--- src/rtl/ofmap_pack64_if.sv ---
// Result-word input and OUTPUT_STREAM_if write-side signals of the DLA64 output packer.
// The slave modport is the packer's view; the master modport is the surrounding logic's view.
interface ofmap_pack64_if #(
  parameter int TBITS = 64,
  parameter int IBITS = TBITS / 2
);
  localparam int TBYTE = TBITS / 8;

  logic             res_valid;
  logic             res_ready;
  logic [IBITS-1:0] res_data;
  logic             osif_full_n;
  logic             osif_write;
  logic [TBITS-1:0] osif_data_din;
  logic [TBYTE-1:0] osif_strb_din;
  logic             osif_last_din;
  logic             osif_user_din;

  modport slave (
    input  res_valid, res_data, osif_full_n,
    output res_ready, osif_write, osif_data_din, osif_strb_din, osif_last_din, osif_user_din
  );

  modport master (
    output res_valid, res_data, osif_full_n,
    input  res_ready, osif_write, osif_data_din, osif_strb_din, osif_last_din, osif_user_din
  );
endinterface

--- src/rtl/ofmap_pack64.sv ---
// Packs 32-bit result words two-per-beat into 64-bit OUTPUT_STREAM_if beats,
// with a two-entry beat FIFO absorbing downstream back-pressure.
module ofmap_pack64 #(
  parameter int TBITS = 64,
  parameter int TBYTE = TBITS / 8,
  parameter int IBITS = TBITS / 2,
  parameter int LEN_W = 16
) (
  input  logic             aclk,
  input  logic             aresetn,
  input  logic             start,
  input  logic [LEN_W-1:0] cfg_words,
  output logic             busy,
  output logic             done,
  ofmap_pack64_if.slave    bus
);

  typedef enum logic [1:0] {IDLE, RUN, FLUSH, DONE} state_t;

  state_t           state;
  logic [LEN_W-1:0] rem_cnt;
  logic             half;
  logic [IBITS-1:0] hold;

  logic [TBITS-1:0] fifo_data [2];
  logic [TBYTE-1:0] fifo_strb [2];
  logic             fifo_last [2];
  logic             wr_ptr;
  logic             rd_ptr;
  logic [1:0]       fifo_cnt;

  logic             accept;
  logic             final_word;
  logic             push;
  logic             pop;
  logic [TBITS-1:0] push_data;
  logic [TBYTE-1:0] push_strb;

  assign busy       = (state == RUN) || (state == FLUSH);
  assign done       = (state == DONE);
  assign bus.res_ready = (state == RUN) && (fifo_cnt < 2'd2);
  assign accept     = bus.res_valid && bus.res_ready;
  assign final_word = (rem_cnt == LEN_W'(1));

  // A beat is formed on the second word of a pair, or on a lone final word.
  assign push = accept && (half || final_word);
  assign pop  = bus.osif_write;

  always_comb begin
    push_data = {bus.res_data, hold};
    push_strb = {TBYTE{1'b1}};
    if (!half) begin
      push_data = {{(TBITS-IBITS){1'b0}}, bus.res_data};
      push_strb = {{(TBYTE/2){1'b0}}, {(TBYTE/2){1'b1}}};
    end
  end

  assign bus.osif_write    = (fifo_cnt != 2'd0) && bus.osif_full_n;
  assign bus.osif_data_din = (fifo_cnt != 2'd0) ? fifo_data[rd_ptr] : '0;
  assign bus.osif_strb_din = (fifo_cnt != 2'd0) ? fifo_strb[rd_ptr] : '0;
  assign bus.osif_last_din = (fifo_cnt != 2'd0) && fifo_last[rd_ptr];
  assign bus.osif_user_din = 1'b0;

  always_ff @(posedge aclk or negedge aresetn) begin
    if (!aresetn) begin
      state    <= IDLE;
      rem_cnt  <= '0;
      half     <= 1'b0;
      hold     <= '0;
      wr_ptr   <= 1'b0;
      rd_ptr   <= 1'b0;
      fifo_cnt <= 2'd0;
    end else begin
      case (state)
        IDLE: begin
          if (start) begin
            rem_cnt <= cfg_words;
            half    <= 1'b0;
            state   <= (cfg_words == '0) ? DONE : RUN;
          end
        end
        RUN: begin
          if (accept) begin
            rem_cnt <= rem_cnt - LEN_W'(1);
            if (final_word) begin
              half  <= 1'b0;
              state <= FLUSH;
            end else if (!half) begin
              hold <= bus.res_data;
              half <= 1'b1;
            end else begin
              half <= 1'b0;
            end
          end
        end
        FLUSH: begin
          if (fifo_cnt == 2'd0) state <= DONE;
        end
        default: state <= IDLE;
      endcase

      if (push) wr_ptr <= ~wr_ptr;
      if (pop)  rd_ptr <= ~rd_ptr;
      case ({push, pop})
        2'b10:   fifo_cnt <= fifo_cnt + 2'd1;
        2'b01:   fifo_cnt <= fifo_cnt - 2'd1;
        default: fifo_cnt <= fifo_cnt;
      endcase
    end
  end

  // Beat storage needs no reset: entries are only observed while fifo_cnt covers them.
  always_ff @(posedge aclk) begin
    if (push) begin
      fifo_data[wr_ptr] <= push_data;
      fifo_strb[wr_ptr] <= push_strb;
      fifo_last[wr_ptr] <= final_word;
    end
  end

endmodule

--- src/flat_wrapper.sv ---
// flat-port wrapper written by rule: the top's interface ports become plain ports
module ofmap_pack64_flat 
#(
  parameter int TBITS = 64,
  parameter int TBYTE = TBITS / 8,
  parameter int IBITS = TBITS / 2,
  parameter int LEN_W = 16
)
  (aclk, aresetn, start, cfg_words, busy, done, bus_res_valid, bus_res_data, bus_osif_full_n, bus_res_ready, bus_osif_write, bus_osif_data_din, bus_osif_strb_din, bus_osif_last_din, bus_osif_user_din);
  ofmap_pack64_if #(.TBITS(TBITS), .IBITS(IBITS)) bus_i ();
  input  logic aclk;
  input  logic aresetn;
  input  logic start;
  input  logic [LEN_W-1:0] cfg_words;
  output logic busy;
  output logic done;
  input wire logic [$bits(bus_i.res_valid)-1:0] bus_res_valid;
  input wire logic [$bits(bus_i.res_data)-1:0] bus_res_data;
  input wire logic [$bits(bus_i.osif_full_n)-1:0] bus_osif_full_n;
  output wire logic [$bits(bus_i.res_ready)-1:0] bus_res_ready;
  output wire logic [$bits(bus_i.osif_write)-1:0] bus_osif_write;
  output wire logic [$bits(bus_i.osif_data_din)-1:0] bus_osif_data_din;
  output wire logic [$bits(bus_i.osif_strb_din)-1:0] bus_osif_strb_din;
  output wire logic [$bits(bus_i.osif_last_din)-1:0] bus_osif_last_din;
  output wire logic [$bits(bus_i.osif_user_din)-1:0] bus_osif_user_din;
  assign bus_i.res_valid = bus_res_valid;
  assign bus_i.res_data = bus_res_data;
  assign bus_i.osif_full_n = bus_osif_full_n;
  assign bus_res_ready = bus_i.res_ready;
  assign bus_osif_write = bus_i.osif_write;
  assign bus_osif_data_din = bus_i.osif_data_din;
  assign bus_osif_strb_din = bus_i.osif_strb_din;
  assign bus_osif_last_din = bus_i.osif_last_din;
  assign bus_osif_user_din = bus_i.osif_user_din;
  ofmap_pack64 #(.TBITS(TBITS), .TBYTE(TBYTE), .IBITS(IBITS), .LEN_W(LEN_W)) u_core (.aclk(aclk), .aresetn(aresetn), .start(start), .cfg_words(cfg_words), .busy(busy), .done(done), .bus(bus_i));
endmodule
--- config.mk ---
export PLATFORM = sky130hd
export DESIGN_NAME = ofmap_pack64_flat
export DESIGN_NICKNAME = d
export VERILOG_FILES = /design/src/rtl/ofmap_pack64_if.sv /design/src/rtl/ofmap_pack64.sv /design/src/flat_wrapper.sv
export SDC_FILE = /design/constraint.sdc
export NUM_CORES = 1
export LEC_CHECK = 0
export CAP_MARGIN = 5
export CORE_UTILIZATION = 35
export CTS_BUF_LIST = sky130_fd_sc_hd__clkbuf_8
export DETAILED_ROUTE_END_ITERATION = 7
export GPL_TIMING_DRIVEN = 0
export HOLD_SLACK_MARGIN = 0.03
export PLACE_DENSITY_LB_ADDON = 0.1
export SLEW_MARGIN = 25
export SYNTH_ARGS = -nofsm -noshare
export SYNTH_HDL_FRONTEND = slang
export SYNTH_SLANG_ARGS = --single-unit
--- constraint.sdc ---
create_clock -name aclk -period 7.6 [get_ports aclk]
set_input_delay 1.14 -clock aclk [delete_from_list [all_inputs] [get_ports aclk]]
set_output_delay 1.14 -clock aclk [all_outputs]
set_load 0.02 [all_outputs]
======== Word-level counts from Yosys, hierarchy flattened ========
Memories as Yosys holds them, arrays and structs flattened.
Cells that the tools add are included.
operators by class
  bitwise gates (word level) .............. 4
  muxes and demuxes ....................... 21
  add/sub/neg operators ................... 3
  reduce and logical (&&, ||, !) cells .... 16
  eq/ne operators ......................... 10
  $lt $le $gt $ge ......................... 1
operator list
  kind                     number
  $mux W64                 2
  $mux W16                 2
  $pmux W16 S2             1
  $eq A16 B1 Y1 const B    1
  $logic_not A16 Y1        1
  $mux W8                  2
  $sub A16 B1 Y16 const B  1
  $mux W2                  5
  $reduce_and A4 Y1        2
  $eq A2 B2 Y1 const B     3
  $mux W1                  6
  $pmux W2 S3              1
  $reduce_bool A2 Y1       3
  $logic_and A1 B1 Y1      5
  $eq A2 B1 Y1 const B     2
  $logic_not A2 Y1         2
  $ne A2 B1 Y1 const B     2
  $ne A2 B2 Y1 const B     2
  $not A1 Y1               4
  $pmux W2 S2              1
  $reduce_and A3 Y1        1
  $add A2 B1 Y2 const B    1
  $logic_or A1 B1 Y1       2
  $lt A2 B2 Y1 const B     1
  2 further kinds          2
word-level totals
  input port bits ......................... 53
  flip-flop bits (word level) ............. 55
  memory bits (writable) .................. 146
  memories ................................ 3
  word-level logic and storage cells ...... 65
memory list
  name              depth  width  rd ports  clocked after memory_dff  wr ports  RTL line            source
  u_core.fifo_data  2      64     1         0                         1         ofmap_pack64.sv:25  logic [TBITS-1:0] fifo_data [2];
  u_core.fifo_strb  2      8      1         0                         1         ofmap_pack64.sv:26  logic [TBYTE-1:0] fifo_strb [2];
  u_core.fifo_last  2      1      1         0                         1         ofmap_pack64.sv:27  logic fifo_last [2];

======== Depth between registers and ports, before layout ========
Gate-level depths: netlist of the first run.
  word-level depth ........................ 6
  mapped depth ............................ 10

======== Worst setup path after synthesis of the first run ========
Ideal clock, no wire load.
  kind .................................... input-to-reg
  start point ............................. input bus_res_valid
  end point ............................... memory u_core.fifo_data[0][0], enable pin
  arrival ................................. 4.278 ns
  path slack .............................. 2.831 ns
  setup time .............................. 0.491 ns
  stages .................................. 3
  data required time ...................... 7.109 ns
  cells stage by stage .................... and3b_1 o21ai_0 nor2_1
on the way
  cells in the longest elaborated chain, start to end .. 4
ends and longest elaborated chain
  item                           RTL line             source
  from (decl)                    flat_wrapper.sv:17   input wire logic [$bits(bus_i.res_valid)-1:0] bus_res_valid;
  $logic_and A1 B1 Y1            ofmap_pack64.sv:42   assign accept = bus.res_valid && bus.res_ready;
  $logic_and A1 B1 Y1            ofmap_pack64.sv:46   assign push = accept && (half || final_word);
  $mux W1                        ofmap_pack64.sv:114  if (push) begin
  $mux W1 (implied by the code)  ofmap_pack64.sv:115  fifo_data[wr_ptr] <= push_data;
  to (decl)                      ofmap_pack64.sv:25
No other way between the ends.

======== Worst setup path after layout of the first run ========
  start point ............................. register u_core.fifo_cnt[1]
  end point ............................... output bus_osif_data_din[58]
on the way
  cells in the longest elaborated chain, start to end .. 2
ends and longest elaborated chain
  item                    RTL line             source
  from (decl)             ofmap_pack64.sv:30   logic [1:0] fifo_cnt;
  from (signal assigned)  ofmap_pack64.sv:105  2'b10: fifo_cnt <= fifo_cnt + 2'd1;
  from (signal assigned)  ofmap_pack64.sv:106  2'b01: fifo_cnt <= fifo_cnt - 2'd1;
  from (signal assigned)  ofmap_pack64.sv:107  default: fifo_cnt <= fifo_cnt;
  $reduce_bool A2 Y1      ofmap_pack64.sv:59   assign bus.osif_data_din = (fifo_cnt != 2'd0) ? fifo_data[rd_ptr] : '0;
  $mux W64                ofmap_pack64.sv:59
  to (decl)               flat_wrapper.sv:22   output wire logic [$bits(bus_i.osif_data_din)-1:0] bus_osif_data_din;
No other way between the ends.

==> summary.txt, run 1 <==
status = finished, final reports clean
Logic pwr share = 48.4%
WP buf/inv = 3
cts hold-fix bufs = 0
register area = 5340 µm²
Pleak = 4.04 nW
final wirelength = 20000 µm
final count of negative-setup-slack endpoints = 0
Arrival @ worst endpoint = 2980 ps
min Tclk post-route = 4120 ps
root buffer cell = clkbuf_8
Flop pwr share = 35.3%
Post-Route Setup TNS = 0 ps
post-CTS resize count = 0
gr usage total = 16.8%
ys flop type = edfxtp_1
Internal = 0.00250 W
PD cells = 376 nW/µm²
Clock Sink Count = 187
CTS tree = done
H-tree depth = 4
CP Cell Sequence = nor2_1, clkbuf_1, clkbuf_1, nor2_1, clkdlybuf4s50_1
antenna fix cells = 0
area of the die = 25000 µm²
Synth Instances = 610
buffer depth of the longest clock path = 2
max cap viols = 0
Detailed Routing Iterations Pass 1 = 4
Area Overhead vs Synth = 26.7%
Post-Syn Nets = 670
DRC viols = 0
fraction of registers with async set/reset = 29.4%
Routed Antenna Nets = 0
mean post-synth cell area = 14.0 µm²
total congestion overflow = 0
CP delay by family, top = buffers and inverters
most common cell after layout, fill and taps aside = edfxtp_1
sequential-to-total area share from yosys stat = 62.7%
Iteration-0 DRC Markers = 332
post-CTS setup buffers = 0
Vias = 5409
worst rel slew slack = 38.3%
CP Launch Type = flop
Cell variety after synth = 56
Die W = 158 µm
Yosys reg bits = 187
FP Rows = 56
ratio of cells with drive above 1 in the final layout = 17.5%
sw frac = 38.4%
area of the multi-input gates = 2910 µm²
Post-synth EDFFs = 132
Pwr Total = 0.00405 W
commonest cells after routing, fill and taps aside = edfxtp_1, clkdlybuf4s50_1, nor2_1
fin nets = 825
clock transition at the registers of the reported paths = 100 ps
starting density of the core = 36.0%
Worst Path Max Fanout = 10
Avg Vias per Cell = 4.93
slew of the pin with the lowest slew margin = 916 ps
worst min-delay path class = reg2reg
clock power share = 16.3%
number of global-route vias before repair = 5529
Crit Path Category = reg2out
Syn Std Cell Area = 8520 µm²
RSZ-0062 raised after global routing = no
clk_lat worst skew = 480 ps
Peak VDD IR = 0.143 mV
gpl congestion = 0.817
first-pass GRT wire length = 30900 µm
slowest stage delay, CP = 570 ps
initial antenna violation count = 0
# port buffers = 129
die height = 158 µm
# IOs = 131
Slowest-stage cell, CP = clkdlybuf4s50_1
Worst Path Required = 6460 ps
final clock period utilization by the worst path = 54.2%
largest net degree at the start of global routing = 32
Slew Viols, Final = 0
maximum clock frequency = 243 MHz
final hold vios = 0
CP Capture Type = output port
routed wire length per instance = 18.2 µm
yosys warns = 0
FILL cells = 2218
Core ar. = 23700 µm²
Clock Skews = 29.4 ps
DP HPWL = 13600 µm
CTS Buf Count = 17
NetSw = 0.00156 W
[cells by family (layout without fill, tap and decap cells)]
logic type	after synthesis	count (layout)	synth area share, %
compound gates	55	55	4.22
xor+xnor	5	5	0.514
fa+ha+maj	7	7	1.03
buf+inv	52	220	3.38
flops	187	187	62.7
mux	132	132	17.8
other cells	1	1	0.0440
simple gates	171	171	10.3
[cell usage after synthesis, types with 2 or more instances]
master	n	share of area [%]
buf_1	8	0.35
nand4_1	3	0.22
o21ai_0	13	0.76
mux2_4	30	5.3
dfrtp_1	55	16
edfxtp_1	132	47
nor3_1	11	0.65
a2bb2oi_1	3	0.31
buf_12	3	0.71
xnor2_1	3	0.31
buf_2	8	0.47
and2_1	33	2.4
nand3b_1	2	0.18
nand3_1	7	0.41
nor2_1	84	3.7
a21oi_1	14	0.82
buf_4	7	0.62
clkbuf_1	14	0.62
o22ai_1	9	0.66
nand2b_1	3	0.22
mux2_2	35	4.6
mux2i_1	67	7.9
ha_1	7	1.0
o22a_1	3	0.31
nand2_1	7	0.31
inv_1	10	0.44
or4_1	3	0.26
nor4_1	5	0.37
xor2_1	2	0.21
or2_2	3	0.22
[routing by layer]
| metal | track usage (%) | share of wire (%) | wire length [µm] | vias up |
|---|---|---|---|---|
| li1 | - | - | - | 2548 |
| met1 | 21.6 | 45 | 9000 | 2687 |
| met2 | 28.3 | 49 | 9830 | 155 |
| met3 | 3.15 | 4.4 | 886 | 19 |
| met4 | 5.63 | 1.4 | 288 | 0 |
| met5 | 0 | 0 | 0 | - |
[per-stage QoR]
step	hold WS [ps]	instances	utilization, %	cell area, µm²	worst slack (ps)
after global routing	486	1097	45.6	10800	3260
after detailed placement	456	1065	43.9	10400	3940
after global placement	450	1058	43.1	10200	239
after CTS	487	1097	45.6	10800	3410
after floorplan	437	610	-	8520	2830
final	481	1097	45.6	10800	3480
[registers in the layout, summed over array words and instances, names as in the netlist]
signal            flops
u_core.rem_cnt       16
u_core.state          2
u_core.fifo_last      2
u_core.fifo_cnt       2
u_core.hold          32
u_core.rd_ptr         1
u_core.fifo_strb      2
u_core.half           1
u_core.wr_ptr         1
u_core.fifo_data    128
[worst register-to-register path, stage by stage (launching register included)]
cell and delay, ps:
dfrtp_1 430, inv_1 90, ha_1 150, buf_2 180, clkbuf_1 410, and3b_1 260, o21ai_0 320, nor2_4 620
buf_16 250
[final timing paths]
path,to,cells past startpoint,slack (ps),start
worst max-delay path,bus_osif_data_din[58],5,3480,u_core.fifo_cnt[1]$_DFFE_PN0P_
worst min-delay path,u_core.fifo_strb[1][6]$_DFFE_PP_,0,480,u_core.half$_DFFE_PN0P_
worst max register to register,u_core.fifo_data[1][23]$_DFFE_PP_,8,4610,u_core.state[1]$_DFFE_PN0P_
worst min register to register,u_core.fifo_strb[1][6]$_DFFE_PP_,0,480,u_core.half$_DFFE_PN0P_
max in group asynchronous,u_core.hold[3]$_DFFE_PN0P_,2,6470,aresetn
min in group asynchronous,u_core.hold[28]$_DFFE_PN0P_,1,590,aresetn
[cell type report]
class                           instances  area share, %
Inverter                               11          0.383
Clock buffer                           17           2.17
Buffer                                 41           2.28
Sequential cell                       187           49.5
Tap cell                              319           3.70
Timing Repair Buffer                  136           13.7
Multi-Input combinational cell        371           26.9
Clock inverter                         15           1.43
[power by group through the flow]
stage                     clock, W  combinational, W  sequential (W)
final                     0.000661           0.00196         0.00143
after global routing      0.000713           0.00212         0.00145
after CTS                 0.000678           0.00199         0.00143
after detailed placement         0           0.00198         0.00145
after global placement           0           0.00195         0.00144
after floorplan                  0           0.00126         0.00142
Power figures use the tool's default switching activity.
==> inputs of run 2 (changes only) <==
==> constraint.sdc (replaced) <==
create_clock -name aclk -period 3.53 [get_ports aclk]
set_input_delay 0.5295 -clock aclk [delete_from_list [all_inputs] [get_ports aclk]]
set_output_delay 0.5295 -clock aclk [all_outputs]
set_load 0.02 [all_outputs]
==> run 2 against run 1 <==
Net effect: power up 120%; die area unchanged; setup slack worse by 3200 ps; final area is essentially flat; combinational power rose by 120%; core utilization about the same; clock power is 110% higher; non-clock buffer count increased by 1; sequential share of layout area about the same; sequential power rose by 120%.
==> summary.txt, run 2 (same netlist as run 1, synthesis figures left out) <==
status = finished, final reports clean
routed wire length per instance = 18.1 µm (-0.64%)
post-CTS setup buffers = 0 (unchanged)
CTS tree = done
Vias = 5318 (-1.7%)
Post-Route Setup TNS = 0 ps (unchanged)
Biggest register = u_core.fifo_data
maximum clock frequency = 309 MHz
starting density of the core = 36.0% (unchanged)
slew of the pin with the lowest slew margin = 911 ps (-4.81 ps)
area of the multi-input gates = 2910 µm² (unchanged)
CTS Buf Count = 17 (unchanged)
pre-CTS setup slack = 348 ps (-3590 ps)
slowest stage delay, CP = 710 ps (+140 ps)
Largest register FFs = 128 (unchanged)
final core utilization = 45.6% (about the same)
Pleak = 4.05 nW (+0.40%)
# port buffers = 129 (unchanged)
Arrival @ worst endpoint = 2700 ps (-280 ps)
final clock period utilization by the worst path = 91.6%
fin nets = 826 (+0.12%)
CP Capture Type = output port
Logic pwr share = 48.5% (about the same)
root buffer cell = clkbuf_8
Core ar. = 23700 µm² (unchanged)
max cap viols = 0 (unchanged)
Iteration-0 DRC Markers = 253 (-24%)
CP most frequent cell = clkbuf_1
Routed Antenna Nets = 0 (unchanged)
initial antenna violation count = 0 (unchanged)
Peak VDD IR = 0.324 mV (+130%)
H-tree depth = 4 (unchanged)
RSZ-0062 raised after global routing = no
worst min-delay path class = reg2reg
commonest cells after routing, fill and taps aside = edfxtp_1, clkdlybuf4s50_1, nor2_1
PD cells = 808 nW/µm² (+120%)
worst rel slew slack = 39.3% (+0.97 points)
clk_lat worst skew = 470 ps (about the same)
Worst Path Required = 3000 ps (-3460 ps)
Avg Vias per Cell = 4.84 (-1.8%)
register area = 5340 µm² (unchanged)
Internal = 0.00541 W (+120%)
CP Cell Sequence = clkbuf_1, clkbuf_1, mux2i_1, nor2_1, clkdlybuf4s50_1
first-pass GRT wire length = 30600 µm (-0.85%)
placed cells = 1065 (unchanged)
gpl congestion = 0.811 (-0.65%)
total congestion overflow = 0 (unchanged)
DP HPWL = 13500 µm (-0.76%)
Area Overhead vs Synth = 26.8% (about the same)
# IOs = 131 (unchanged)
clock power share = 16.2% (about the same)
gr usage total = 16.6% (-0.20 points)
NetSw = 0.00331 W (+110%)
Clock Skews = 26.0 ps (-3.33 ps)
FILL cells = 2224 (+0.27%)
largest net degree at the start of global routing = 33 (+3.1%)
most common cell after layout, fill and taps aside = edfxtp_1
Pwr Total = 0.00872 W (+120%)
final hold vios = 0 (unchanged)
min Tclk post-route = 3230 ps
biggest regs = u_core.fifo_data x128, u_core.hold x32, u_core.rem_cnt x16
Flop pwr share = 35.3% (about the same)
final count of negative-setup-slack endpoints = 0 (unchanged)
Slew Viols, Final = 0 (unchanged)
ratio of cells with drive above 1 in the final layout = 17.8% (+0.36 points)
clock transition at the registers of the reported paths = 90 ps (about the same)
antenna fix cells = 0 (unchanged)
Non-Filler Instances = 1098 (+0.091%)
buffer depth of the longest clock path = 2 (unchanged)
Slowest-stage cell, CP = clkbuf_1
area of the die = 25000 µm² (unchanged)
Crit Path Category = reg2out
Detailed Routing Iterations Pass 1 = 5 (+1)
DRC viols = 0 (unchanged)
sw frac = 38.0% (-0.45 points)
FP Rows = 56 (unchanged)
Clock Sink Count = 187 (unchanged)
die height = 158 µm (unchanged)
Final WS setup = 297 ps (-3180 ps)
number of global-route vias before repair = 5502 (-0.49%)
Die W = 158 µm (unchanged)
final wirelength = 19900 µm (-0.55%)
CP Launch Type = flop
Worst Path Max Fanout = 10 (unchanged)
-- run 2: changes by cell type in the layout (fill, tap and decap cells not counted), sizes merged --
cell / delta
clkinvlp: -1
inv: -1
clkbuf: +4
buf: -2
dlygate4sd3: +1
-- run 2: cell type report --
cell class,instances,share of cell area (%)
timing repair buffer,137,13.6
clock inverter,13,1.21
multi-input combinational,371,26.9
clock buffer,19,2.42
inverter,11,0.382
sequential,187,49.5
tap,319,3.70
buffer,41,2.33
-- run 2: critical path, delay by kind of cell, from the launching register on --
kind	cells	cell delay (ps)
simple gates	1	200
buf+inv	3	1510
flops	1	340
mux	1	190
-- run 2: final timing paths --
| check | from | to | slack [ps] | depth (start not counted) |
|---|---|---|---|---|
| min in group asynchronous | aresetn | u_core.hold[28]$_DFFE_PN0P_ | 530 | 2 |
| max in group asynchronous | aresetn | u_core.hold[3]$_DFFE_PN0P_ | 2460 | 3 |
| worst min register to register | u_core.half$_DFFE_PN0P_ | u_core.fifo_strb[1][6]$_DFFE_PP_ | 480 | 0 |
| worst max register to register | u_core.state[1]$_DFFE_PN0P_ | u_core.fifo_data[0][57]$_DFFE_PP_ | 400 | 9 |
| worst min-delay path | u_core.half$_DFFE_PN0P_ | u_core.fifo_strb[1][6]$_DFFE_PP_ | 480 | 0 |
| worst max-delay path | u_core.rd_ptr$_DFFE_PN0P_ | bus_osif_data_din[31] | 300 | 5 |
-- run 2: stage by stage --
stage          hold slack, ps  area (µm²)
6_report                  482       10800
4_1_cts                   480       10800
5_1_grt                   498       10800
2_1_floorplan             234        8520
3_3_place_gp              447       10200
3_5_place_dp              458       10400
-- run 2: power groups by stage --
stage	clock (W)	sequential [W]	combinational (W)
2_1_floorplan	0	0.00305	0.00271
3_5_place_dp	0	0.00312	0.00427
6_report	0.00141	0.00308	0.00423
3_3_place_gp	0	0.00310	0.00419
4_1_cts	0.00146	0.00307	0.00429
5_1_grt	0.00154	0.00313	0.00459
-- run 2: what timing repair did --
item / CTS / global route
hold buffers: 1 / 0
resized for setup: 0 / 6
setup endpoints to repair: 0 / 34
hold endpoints to repair: 23 / 0
-- run 2: per-layer routing --
layer  global-route usage (%)  vias to the layer above  wire, µm
met5                        0                        -         0
met4                     3.85                        0       140
met3                     3.59                        8       855
met2                     28.4                      125      9810
met1                     21.3                     2649      9080
li1                         -                     2536         -
==> inputs of run 3 (changes only) <==
--- a/config.mk
+++ b/config.mk
@@ -12,6 +12,7 @@
 export GPL_TIMING_DRIVEN = 0
 export HOLD_SLACK_MARGIN = 0.03
 export PLACE_DENSITY_LB_ADDON = 0.1
+export SKIP_CTS_REPAIR_TIMING = 1
 export SLEW_MARGIN = 25
 export SYNTH_ARGS = -nofsm -noshare
 export SYNTH_HDL_FRONTEND = slang
==> results of run 3 <==
Final layout, timing and power as in run 2 (identical DEF).
